<file path="config.mk">
export PLATFORM = sky130hd
export DESIGN_NAME = mdu_sequencer_flat
export DESIGN_NICKNAME = d
export VERILOG_FILES = /design/src/rtl/mdu_sequencer_if.sv /design/src/rtl/mdu_sequencer.sv /design/src/flat_wrapper.sv
export SDC_FILE = /design/constraint.sdc
export NUM_CORES = 1
export LEC_CHECK = 0
export CAP_MARGIN = 25
export CELL_PAD_IN_SITES_DETAIL_PLACEMENT = 0
export CELL_PAD_IN_SITES_GLOBAL_PLACEMENT = 1
export CORE_AREA = 5 5 196 198
export DETAILED_ROUTE_END_ITERATION = 8
export DIE_AREA = 0 0 201 203
export PLACE_DENSITY_LB_ADDON = 0.1
export SLEW_MARGIN = 20
export SYNTH_ARGS = -nofsm -noshare
export SYNTH_HDL_FRONTEND = slang
export SYNTH_SLANG_ARGS = --single-unit
export TNS_END_PERCENT = 10
</file>
<file path="constraint.sdc">
create_clock -name i_clk -period 22.1 [get_ports i_clk]
set_input_delay 2.21 -clock i_clk [delete_from_list [all_inputs] [get_ports i_clk]]
set_output_delay 2.21 -clock i_clk [all_outputs]
set_load 0.01 [all_outputs]
</file>
<file path="src/rtl/mdu_sequencer_if.sv">
// Issue/read bundle between the Execute stage and the multiply/divide unit.
interface mdu_sequencer_if #(
  parameter int WIDTH = 32
);
  logic             i_start;
  logic [2:0]       i_mdu_op;
  logic [WIDTH-1:0] i_srcA;
  logic [WIDTH-1:0] i_srcB;
  logic             i_rd_hilo;
  logic             i_rd_sel;
  logic [WIDTH-1:0] o_rd_data;
  logic             o_busy;
  logic             o_stall;
  logic             o_done;

  modport master (
    output i_start, i_mdu_op, i_srcA, i_srcB, i_rd_hilo, i_rd_sel,
    input  o_rd_data, o_busy, o_stall, o_done
  );

  modport slave (
    input  i_start, i_mdu_op, i_srcA, i_srcB, i_rd_hilo, i_rd_sel,
    output o_rd_data, o_busy, o_stall, o_done
  );
endinterface

</file>
<file path="src/rtl/mdu_sequencer.sv">
// Iterative multiply/divide unit owning HI/LO: radix-2 shift-add multiply,
// restoring divide, sign fix-up in a final FIX cycle, MTHI/MTLO and MFHI/MFLO.
module mdu_sequencer #(
  parameter int WIDTH = 32
) (
  input  logic           i_clk,
  input  logic           i_rst,
  mdu_sequencer_if.slave bus
);

  localparam logic [2:0] OP_MULT  = 3'b001;
  localparam logic [2:0] OP_MULTU = 3'b010;
  localparam logic [2:0] OP_DIV   = 3'b011;
  localparam logic [2:0] OP_DIVU  = 3'b100;
  localparam logic [2:0] OP_MTHI  = 3'b101;
  localparam logic [2:0] OP_MTLO  = 3'b110;

  localparam int CNT_W = (WIDTH > 1) ? $clog2(WIDTH) : 1;
  localparam logic [CNT_W-1:0] CNT_LOAD = CNT_W'(WIDTH - 1);

  typedef enum logic [1:0] {
    S_IDLE = 2'd0,
    S_ITER = 2'd1,
    S_FIX  = 2'd2
  } state_t;

  state_t             state_q, state_d;
  logic [CNT_W-1:0]   cnt_q, cnt_d;
  logic [2*WIDTH-1:0] acc_q, acc_d;
  logic [WIDTH-1:0]   amag_q, amag_d;
  logic [WIDTH-1:0]   bmag_q, bmag_d;
  logic [WIDTH-1:0]   orig_a_q, orig_a_d;
  logic [WIDTH-1:0]   hi_q, hi_d;
  logic [WIDTH-1:0]   lo_q, lo_d;
  logic               is_div_q, is_div_d;
  logic               neg_q_q, neg_q_d;
  logic               neg_r_q, neg_r_d;
  logic               done_q, done_d;

  logic               is_mul_op, is_div_op, is_signed_op;
  logic               sign_a, sign_b;
  logic               idle_start, accept_md;
  logic [WIDTH-1:0]   mul_addend;
  logic [WIDTH:0]     mul_sum;
  logic [2*WIDTH-1:0] mul_step;
  logic [WIDTH:0]     div_rem_sh, div_diff;
  logic [2*WIDTH-1:0] div_step;
  logic [2*WIDTH-1:0] prod_fix;
  logic [WIDTH-1:0]   quot_fix, rem_fix;

  // Two's-complement negate when the flag is set.
  function automatic logic [WIDTH-1:0] cond_neg(input logic [WIDTH-1:0] v, input logic neg);
    cond_neg = neg ? -v : v;
  endfunction

  function automatic logic [2*WIDTH-1:0] cond_neg2(input logic [2*WIDTH-1:0] v, input logic neg);
    cond_neg2 = neg ? -v : v;
  endfunction

  // Decode the issued op; only IDLE accepts anything.
  always_comb begin
    is_mul_op    = (bus.i_mdu_op == OP_MULT) || (bus.i_mdu_op == OP_MULTU);
    is_div_op    = (bus.i_mdu_op == OP_DIV)  || (bus.i_mdu_op == OP_DIVU);
    is_signed_op = (bus.i_mdu_op == OP_MULT) || (bus.i_mdu_op == OP_DIV);
    sign_a       = is_signed_op & bus.i_srcA[WIDTH-1];
    sign_b       = is_signed_op & bus.i_srcB[WIDTH-1];
    idle_start   = (state_q == S_IDLE) && bus.i_start;
    accept_md    = idle_start && (is_mul_op || is_div_op);
  end

  // One iteration of each loop plus the FIX-cycle sign correction.
  always_comb begin
    // Multiply: acc = {partial, multiplier}; add |A| on multiplier LSB, shift right.
    mul_addend = acc_q[0] ? amag_q : '0;
    mul_sum    = {1'b0, acc_q[2*WIDTH-1:WIDTH]} + {1'b0, mul_addend};
    mul_step   = {mul_sum, acc_q[WIDTH-1:1]};
    // Divide: acc = {rem, quot}; shift left, trial-subtract |B|, keep if nonnegative.
    div_rem_sh = {acc_q[2*WIDTH-1:WIDTH], acc_q[WIDTH-1]};
    div_diff   = div_rem_sh - {1'b0, bmag_q};
    if (div_diff[WIDTH]) begin
      div_step = {div_rem_sh[WIDTH-1:0], acc_q[WIDTH-2:0], 1'b0};
    end else begin
      div_step = {div_diff[WIDTH-1:0], acc_q[WIDTH-2:0], 1'b1};
    end
    prod_fix = cond_neg2(acc_q, neg_q_q);
    quot_fix = cond_neg(acc_q[WIDTH-1:0], neg_q_q);
    rem_fix  = cond_neg(acc_q[2*WIDTH-1:WIDTH], neg_r_q);
  end

  // State register and all datapath flops; reset clears everything.
  always_ff @(posedge i_clk or posedge i_rst) begin
    if (i_rst) begin
      state_q  <= S_IDLE;
      cnt_q    <= '0;
      acc_q    <= '0;
      amag_q   <= '0;
      bmag_q   <= '0;
      orig_a_q <= '0;
      hi_q     <= '0;
      lo_q     <= '0;
      is_div_q <= 1'b0;
      neg_q_q  <= 1'b0;
      neg_r_q  <= 1'b0;
      done_q   <= 1'b0;
    end else begin
      state_q  <= state_d;
      cnt_q    <= cnt_d;
      acc_q    <= acc_d;
      amag_q   <= amag_d;
      bmag_q   <= bmag_d;
      orig_a_q <= orig_a_d;
      hi_q     <= hi_d;
      lo_q     <= lo_d;
      is_div_q <= is_div_d;
      neg_q_q  <= neg_q_d;
      neg_r_q  <= neg_r_d;
      done_q   <= done_d;
    end
  end

  // Next-state: IDLE -> ITER on MUL/DIV, ITER until count hits 0, FIX -> IDLE.
  always_comb begin
    state_d = state_q;
    unique case (state_q)
      S_IDLE:  if (accept_md) state_d = S_ITER;
      S_ITER:  if (cnt_q == '0) state_d = S_FIX;
      S_FIX:   state_d = S_IDLE;
      default: state_d = S_IDLE;
    endcase
  end

  // Datapath updates per state; HI/LO change only on MTxx or at FIX.
  always_comb begin
    cnt_d    = cnt_q;
    acc_d    = acc_q;
    amag_d   = amag_q;
    bmag_d   = bmag_q;
    orig_a_d = orig_a_q;
    hi_d     = hi_q;
    lo_d     = lo_q;
    is_div_d = is_div_q;
    neg_q_d  = neg_q_q;
    neg_r_d  = neg_r_q;
    done_d   = (state_q == S_FIX);
    unique case (state_q)
      S_IDLE: begin
        if (idle_start && (bus.i_mdu_op == OP_MTHI)) hi_d = bus.i_srcA;
        if (idle_start && (bus.i_mdu_op == OP_MTLO)) lo_d = bus.i_srcA;
        if (accept_md) begin
          amag_d   = cond_neg(bus.i_srcA, sign_a);
          bmag_d   = cond_neg(bus.i_srcB, sign_b);
          orig_a_d = bus.i_srcA;
          is_div_d = is_div_op;
          neg_q_d  = sign_a ^ sign_b;
          neg_r_d  = sign_a;
          cnt_d    = CNT_LOAD;
          acc_d    = is_div_op ? {{WIDTH{1'b0}}, cond_neg(bus.i_srcA, sign_a)}
                               : {{WIDTH{1'b0}}, cond_neg(bus.i_srcB, sign_b)};
        end
      end
      S_ITER: begin
        acc_d = is_div_q ? div_step : mul_step;
        cnt_d = cnt_q - CNT_W'(1);
      end
      S_FIX: begin
        if (!is_div_q) begin
          hi_d = prod_fix[2*WIDTH-1:WIDTH];
          lo_d = prod_fix[WIDTH-1:0];
        end else if (bmag_q == '0) begin
          hi_d = orig_a_q;
          lo_d = '1;
        end else begin
          hi_d = rem_fix;
          lo_d = quot_fix;
        end
      end
      default: ;
    endcase
  end

  assign bus.o_busy    = (state_q != S_IDLE);
  assign bus.o_stall   = bus.o_busy & (bus.i_start | bus.i_rd_hilo);
  assign bus.o_done    = done_q;
  assign bus.o_rd_data = bus.i_rd_sel ? hi_q : lo_q;

endmodule
</file>
<file path="src/flat_wrapper.sv">
// flat-port wrapper written by rule: the top's interface ports become plain ports
module mdu_sequencer_flat 
#(
  parameter int WIDTH = 32
)
  (i_clk, i_rst, bus_i_start, bus_i_mdu_op, bus_i_srcA, bus_i_srcB, bus_i_rd_hilo, bus_i_rd_sel, bus_o_rd_data, bus_o_busy, bus_o_stall, bus_o_done);
  mdu_sequencer_if #(.WIDTH(WIDTH)) bus_i ();
  input  logic i_clk;
  input  logic i_rst;
  input wire logic [$bits(bus_i.i_start)-1:0] bus_i_start;
  input wire logic [$bits(bus_i.i_mdu_op)-1:0] bus_i_mdu_op;
  input wire logic [$bits(bus_i.i_srcA)-1:0] bus_i_srcA;
  input wire logic [$bits(bus_i.i_srcB)-1:0] bus_i_srcB;
  input wire logic [$bits(bus_i.i_rd_hilo)-1:0] bus_i_rd_hilo;
  input wire logic [$bits(bus_i.i_rd_sel)-1:0] bus_i_rd_sel;
  output wire logic [$bits(bus_i.o_rd_data)-1:0] bus_o_rd_data;
  output wire logic [$bits(bus_i.o_busy)-1:0] bus_o_busy;
  output wire logic [$bits(bus_i.o_stall)-1:0] bus_o_stall;
  output wire logic [$bits(bus_i.o_done)-1:0] bus_o_done;
  assign bus_i.i_start = bus_i_start;
  assign bus_i.i_mdu_op = bus_i_mdu_op;
  assign bus_i.i_srcA = bus_i_srcA;
  assign bus_i.i_srcB = bus_i_srcB;
  assign bus_i.i_rd_hilo = bus_i_rd_hilo;
  assign bus_i.i_rd_sel = bus_i_rd_sel;
  assign bus_o_rd_data = bus_i.o_rd_data;
  assign bus_o_busy = bus_i.o_busy;
  assign bus_o_stall = bus_i.o_stall;
  assign bus_o_done = bus_i.o_done;
  mdu_sequencer #(.WIDTH(WIDTH)) u_core (.i_clk(i_clk), .i_rst(i_rst), .bus(bus_i));
endmodule
</file>
Word-level counts from Yosys, hierarchy flattened
Cells that the tools add are included.
Cells by class
  equal/unequal tests: 12
  add/sub/neg operators: 8
  bitwise logic cells: 5
  muxes and demuxes: 25
  reductions and logical operators: 19
Operators by type and width (count)
  $mux W32: 13
  $mux W64: 4
  $neg A32 Y32: 4
  $pmux W32 S2: 2
  $pmux W64 S2: 1
  $neg A64 Y64: 1
  $add A32 B32 Y33: 1
  $sub A33 B32 Y33: 1
  $logic_not A32 Y1: 1
  $pmux W5 S2: 1
  $reduce_and A2 Y1: 5
  $eq A3 B3 Y1 const B: 3
  $eq A3 B2 Y1 const B: 2
  $reduce_bool A2 Y1: 3
  $logic_not A5 Y1: 1
  $mux W5: 1
  $sub A5 B1 Y5 const B: 1
  $logic_and A1 B1 Y1: 4
  $logic_or A1 B1 Y1: 4
  $mux W2: 2
  $ne A2 B1 Y1 const B: 2
  $ne A2 B2 Y1 const B: 2
  $pmux W2 S2: 1
  $and A1 B1 Y1: 3
  6 further kinds: 6
Word-level totals
  bits in registers: 235
  output and inout bits: 35
  input bits: 72

Logic depth before layout (Yosys ltp)
  depth in word-level cells: 7
  gate-level depth with buffers: 16

Worst setup path before layout
Ideal clock, no wire load.
  kind: input port to output port
  start: input port bus_i_rd_sel
  end: output port bus_o_rd_data[10]
  path slack: 16766 ps
  required time: 19890 ps
  arrival: 3124 ps
  stages: 3
  path through: clkbuf_1 > buf_1 > mux2_2
On the way
  word-level cells in the longest chain between the ends: 1
Ends and longest elaborated chain
  start: declaration: line flat_wrapper.sv:15  | input wire logic [$bits(bus_i.i_rd_sel)-1:0] bus_i_rd_sel;
  $mux W32: line mdu_sequencer.sv:184  | assign bus.o_rd_data = bus.i_rd_sel ? hi_q : lo_q;
  end: declaration: line flat_wrapper.sv:16  | output wire logic [$bits(bus_i.o_rd_data)-1:0] bus_o_rd_data;
No other way between the ends.

Worst setup path after layout
Same ends and word-level chain as after synthesis.

==> summary.md <==
| Metric | Value |
|---|---|
| Vias per cell | 6.281 |
| Die extent in x | 201 um |
| Total CTS buffers | 28 |
| P per Cell Area | 152.3 mW/mm2 |
| Internal power of the cells | 1631 uW |
| Setup total negative slack | 0 ns |
| Initial core utilization | 0.4960 |
| Cell occurring most often along the worst timing path | sky130_fd_sc_hd__clkdlybuf4s50_1 |
| Remaining DRCs | 0 |
| Startpoint class of the critical path | primary input |
| Switching Share | 0.4725 |
| Post-Synthesis Mean Instance Area | 8.063 um2 |
| Static leakage | 0.008813 uW |
| Number of hold-repair buffers added at the cts stage | 0 |
| Final Setup Violations | 0 |
| Min-Delay Path Class | flop to flop |
| Delay contributed by the slowest stage of the critical path | 0.49 ns |
| Period minus WS final | 6.176 ns |
| CP cell instances | clkdlybuf4s50_1 > buf_4 > mux2_2 > clkdlybuf4s50_1 |
| Routed vias | 17150 |
| Async set-reset flop share out of synthesis | 1.000 |
| Outcome | complete, no violations |
| Fraction of post-synthesis cell area in the top cell type by area | 0.3248 |
| Filler cells | 3429 |
| Cell types occupying the most area after synthesis | sky130_fd_sc_hd__dfrtp_1, sky130_fd_sc_hd__nand2_1, sky130_fd_sc_hd__o21ai_0 |
| Slack of the critical path | 15.92 ns |
| Critical Path RT | 19.89 ns |
| Number of standard cells in the final layout excluding fillers | 2731 |
| Y dimension of the die | 203 um |
| Total Power | 3092 uW |
| Number of nets in the layout | 2387 |
| Post-synthesis cell type with the largest combined area | sky130_fd_sc_hd__dfrtp_1 |
| Pin count of the biggest net entering global routing | 118 |
| Register area share after synthesis | 0.3248 |
| Placed cell count | 2679 |
| Clock root buffer | sky130_fd_sc_hd__clkbuf_16 |
| Total track usage | 0.3119 |
| Cell area after synthesis | 0.01803 mm2 |
| Wire length of the first global-routing pass | 100.4 mm |
| Worst path top cell family by delay | buffers and inverters |
| Crit. path cell count | 4 |
| Die footprint | 0.04080 mm2 |
| Hold violation count in the final report | 0 |
| Count of pins over their slew limit | 0 |
| Setup WS pre-CTS | 15.94 ns |
| RD Place Congestion | 0.9369 |
| Combinational Power Share | 0.553 |
| RSZ-0062 raised after global routing | no |
| Worst Setup EP | bus_o_rd_data[10] |
| Worst reg2reg setup slack | 17.34 ns |
| # clock sinks | 234 |
| Number of gates resized after cts | 0 |
| Pre-Repair DR Iteration Count | 6 |
| Total detailed-routing wirelength | 65.44 mm |
| Type of destination of the critical path | primary output |
| Transition time at the pin with the least slew margin | 0.9913 ns |
| Register bit count reported by yosys | 234 |
| Max-Cap Viols | 0 |
| Share of layout cells above drive strength 1 | 0.06142 |
| Worst-case vdd ir drop | 0.08659 mV |
| Share of total power in the clock network | 0.157 |
| Buffers added on ports | 106 |
| Bufs on Longest Clock Path | 3 |
| HPWL after detailed placement | 48.78 mm |
| Number of buffers inserted to repair setup after CTS | 0 |
| Worst endpoint data arrival time | 3.97 ns |
| Top-level port count | 107 |
| Main synth FF type | sky130_fd_sc_hd__dfrtp_1 |
| Global route overflow | 0 |
| Antenna violation net count after detailed routing | 0 |
| Count of warnings emitted by yosys | 0 |
| TritonCTS clock tree | yes |
| Routed wire length per instance | 23.96 um |
| EDFF count, synth | 0 |
| Class of the most critical setup path | primary input to primary output |
| Critical register-to-register path startpoint | u_core.acc_q[0]$_DFFE_PP0P_ |
| Standard cell with the maximum stage delay on the critical path | sky130_fd_sc_hd__clkdlybuf4s50_1 |
| Proportion of power drawn by flip-flops and latches | 0.290 |
| Layout Skew | 0.009688 ns |
| Unique masters post-synth | 78 |
| Area Overhead vs Synth | 12.62% |
| Worst setup path startpoint | bus_i_rd_sel |
| Net Count, Synth | 2380 |
| Critical register-to-register path endpoint | u_core.acc_q[63]$_DFFE_PP0P_ |
| WP buf/inv | 3 |
| Critical path peak fanout | 32 |
| Portion of the clock cycle consumed by the worst path in the final layout | 0.2794 |
| ANT cells | 0 |
| Reported net switching power | 1461 uW |
| Clock network latency to the later pin of the worst-skew pair | 0.57 ns |
| Vias in the first global route | 16450 |
| Antenna violations before repair | 0 |
| Max frequency | 0.1619 GHz |
| Slew HR | 0.3331 |
| H-tree level count | 1 |
| Clock edge transition at the registers on the reported setup and hold paths | 0.06 ns |
| Post-Syn Instances | 2236 |
| Path depth of the worst reg2reg path | 15 |
| First DRT Iteration DRCs | 1547 |
| Floorplan Core Area | 0.03635 mm2 |
| # rows | 70 |
## worst min-delay path, cell delays in order (launching register included)
cell and delay [ns]:
sky130_fd_sc_hd__dfrtp_1 0.34, sky130_fd_sc_hd__nand2_1 0.05, sky130_fd_sc_hd__nand2_1 0.05
## layout by cell type (no fill, tap or decap), drive strengths merged, types with 46 or more instances in the layout
master,n
xnor2,81
nand2,334
mux2i,101
nor2,146
a22oi,46
clkdlybuf4s50,106
a211oi,66
a21oi,173
dfrtp,234
xor2,88
ha,70
inv,62
o21ai,221
## power by group through the flow
stage | Sequential, uW | Clock, uW | Combinational (uW)
2_1_floorplan | 729 | 0 | 1330
3_3_place_gp | 893 | 0 | 1670
3_5_place_dp | 897 | 0 | 1690
4_1_cts | 890 | 492 | 1700
5_1_grt | 917 | 508 | 1900
6_report | 898 | 484 | 1710
## state kept, by name, summed over array words and instances, names as in the netlist
register	cells
u_core.acc_q	64
u_core.bmag_q	32
u_core.hi_q	32
u_core.lo_q	32
u_core.orig_a_q	32
u_core.amag_q	31
u_core.cnt_q	5
u_core.state_q	2
u_core.bus.o_done	1
u_core.is_div_q	1
u_core.neg_q_q	1
u_core.neg_r_q	1
## per-layer routing
| metal | global-route usage | wire length, um | vias to the layer above |
|---|---|---|---|
| met5 | 0 | 0 | - |
| met4 | 0.09145 | 2218 | 0 |
| met3 | 0.03977 | 3704 | 118 |
| met2 | 0.5188 | 30720 | 628 |
| met1 | 0.4285 | 28800 | 8377 |
| li1 | - | - | 8031 |
## through the flow
| step | cell area [um2] | util | hold WS [ns] |
|---|---|---|---|
| after floorplan | 18030 | - | 0.4381 |
| after global placement | 19310 | 0.5314 | 0.4544 |
| after detailed placement | 19320 | 0.5315 | 0.4569 |
| after CTS | 20270 | 0.5578 | 0.4711 |
| after global routing | 20310 | 0.5587 | 0.4920 |
| final | 20310 | 0.5587 | 0.4686 |
## layout make-up
cell class,instances,area [um2],share of cell area
clock buffer,42,854.6,0.04209
clock inverter,8,98.84,0.004868
inverter,63,244.0,0.01202
multi-input combinational,1780,11360,0.5596
sequential,234,5859,0.2886
tap,468,585.6,0.02884
timing repair buffer,136,1301,0.06408
## cell families after synthesis
family,synth area share
simple gates,0.1867
compound gates,0.2316
flops,0.3248
buf+inv,0.04733
xor+xnor,0.08210
mux,0.07668
fa+ha+maj,0.05080
## Yosys cell counts (5+ instances only)
master and n:
sky130_fd_sc_hd__nand3_1 31, sky130_fd_sc_hd__mux2_2 33, sky130_fd_sc_hd__o21a_1 12, sky130_fd_sc_hd__and3_1 10, sky130_fd_sc_hd__or3_1 25, sky130_fd_sc_hd__xor2_1 88
sky130_fd_sc_hd__ha_1 70, sky130_fd_sc_hd__o41ai_1 10, sky130_fd_sc_hd__nor4_1 25, sky130_fd_sc_hd__nor3_1 31, sky130_fd_sc_hd__o211ai_1 19, sky130_fd_sc_hd__a21oi_1 173
sky130_fd_sc_hd__inv_1 62, sky130_fd_sc_hd__or4_1 8, sky130_fd_sc_hd__buf_1 17, sky130_fd_sc_hd__nand2_1 334, sky130_fd_sc_hd__and2_1 35, sky130_fd_sc_hd__mux2i_1 101
sky130_fd_sc_hd__dfrtp_1 234, sky130_fd_sc_hd__or2_2 10, sky130_fd_sc_hd__nand4_1 11, sky130_fd_sc_hd__o21ai_0 217, sky130_fd_sc_hd__a31oi_1 22, sky130_fd_sc_hd__a211oi_1 65
sky130_fd_sc_hd__o21bai_1 5, sky130_fd_sc_hd__a211o_1 5, sky130_fd_sc_hd__o31a_1 7, sky130_fd_sc_hd__o31ai_1 22, sky130_fd_sc_hd__o221ai_1 5, sky130_fd_sc_hd__clkbuf_1 135
sky130_fd_sc_hd__nor2_1 146, sky130_fd_sc_hd__a21o_1 23, sky130_fd_sc_hd__xnor2_1 81, sky130_fd_sc_hd__a22oi_1 46, sky130_fd_sc_hd__nor2b_1 18, sky130_fd_sc_hd__nand2b_1 19
## worst min-delay path by stage
stage | depth (start not counted) | from | to
5_1_grt | 2 | u_core.orig_a_q[12]$_DFFE_PP0P_ | u_core.orig_a_q[12]$_DFFE_PP0P_
3_5_place_dp | 2 | u_core.amag_q[22]$_DFFE_PP0P_ | u_core.amag_q[22]$_DFFE_PP0P_
2_1_floorplan | 2 | u_core.amag_q[24]$_DFFE_PP0P_ | u_core.amag_q[24]$_DFFE_PP0P_
3_3_place_gp | 2 | u_core.amag_q[5]$_DFFE_PP0P_ | u_core.amag_q[5]$_DFFE_PP0P_
6_report | 2 | u_core.amag_q[22]$_DFFE_PP0P_ | u_core.amag_q[22]$_DFFE_PP0P_
4_1_cts | 2 | u_core.amag_q[6]$_DFFE_PP0P_ | u_core.amag_q[6]$_DFFE_PP0P_
No activity file was read; power rests on OpenSTA's default activity.
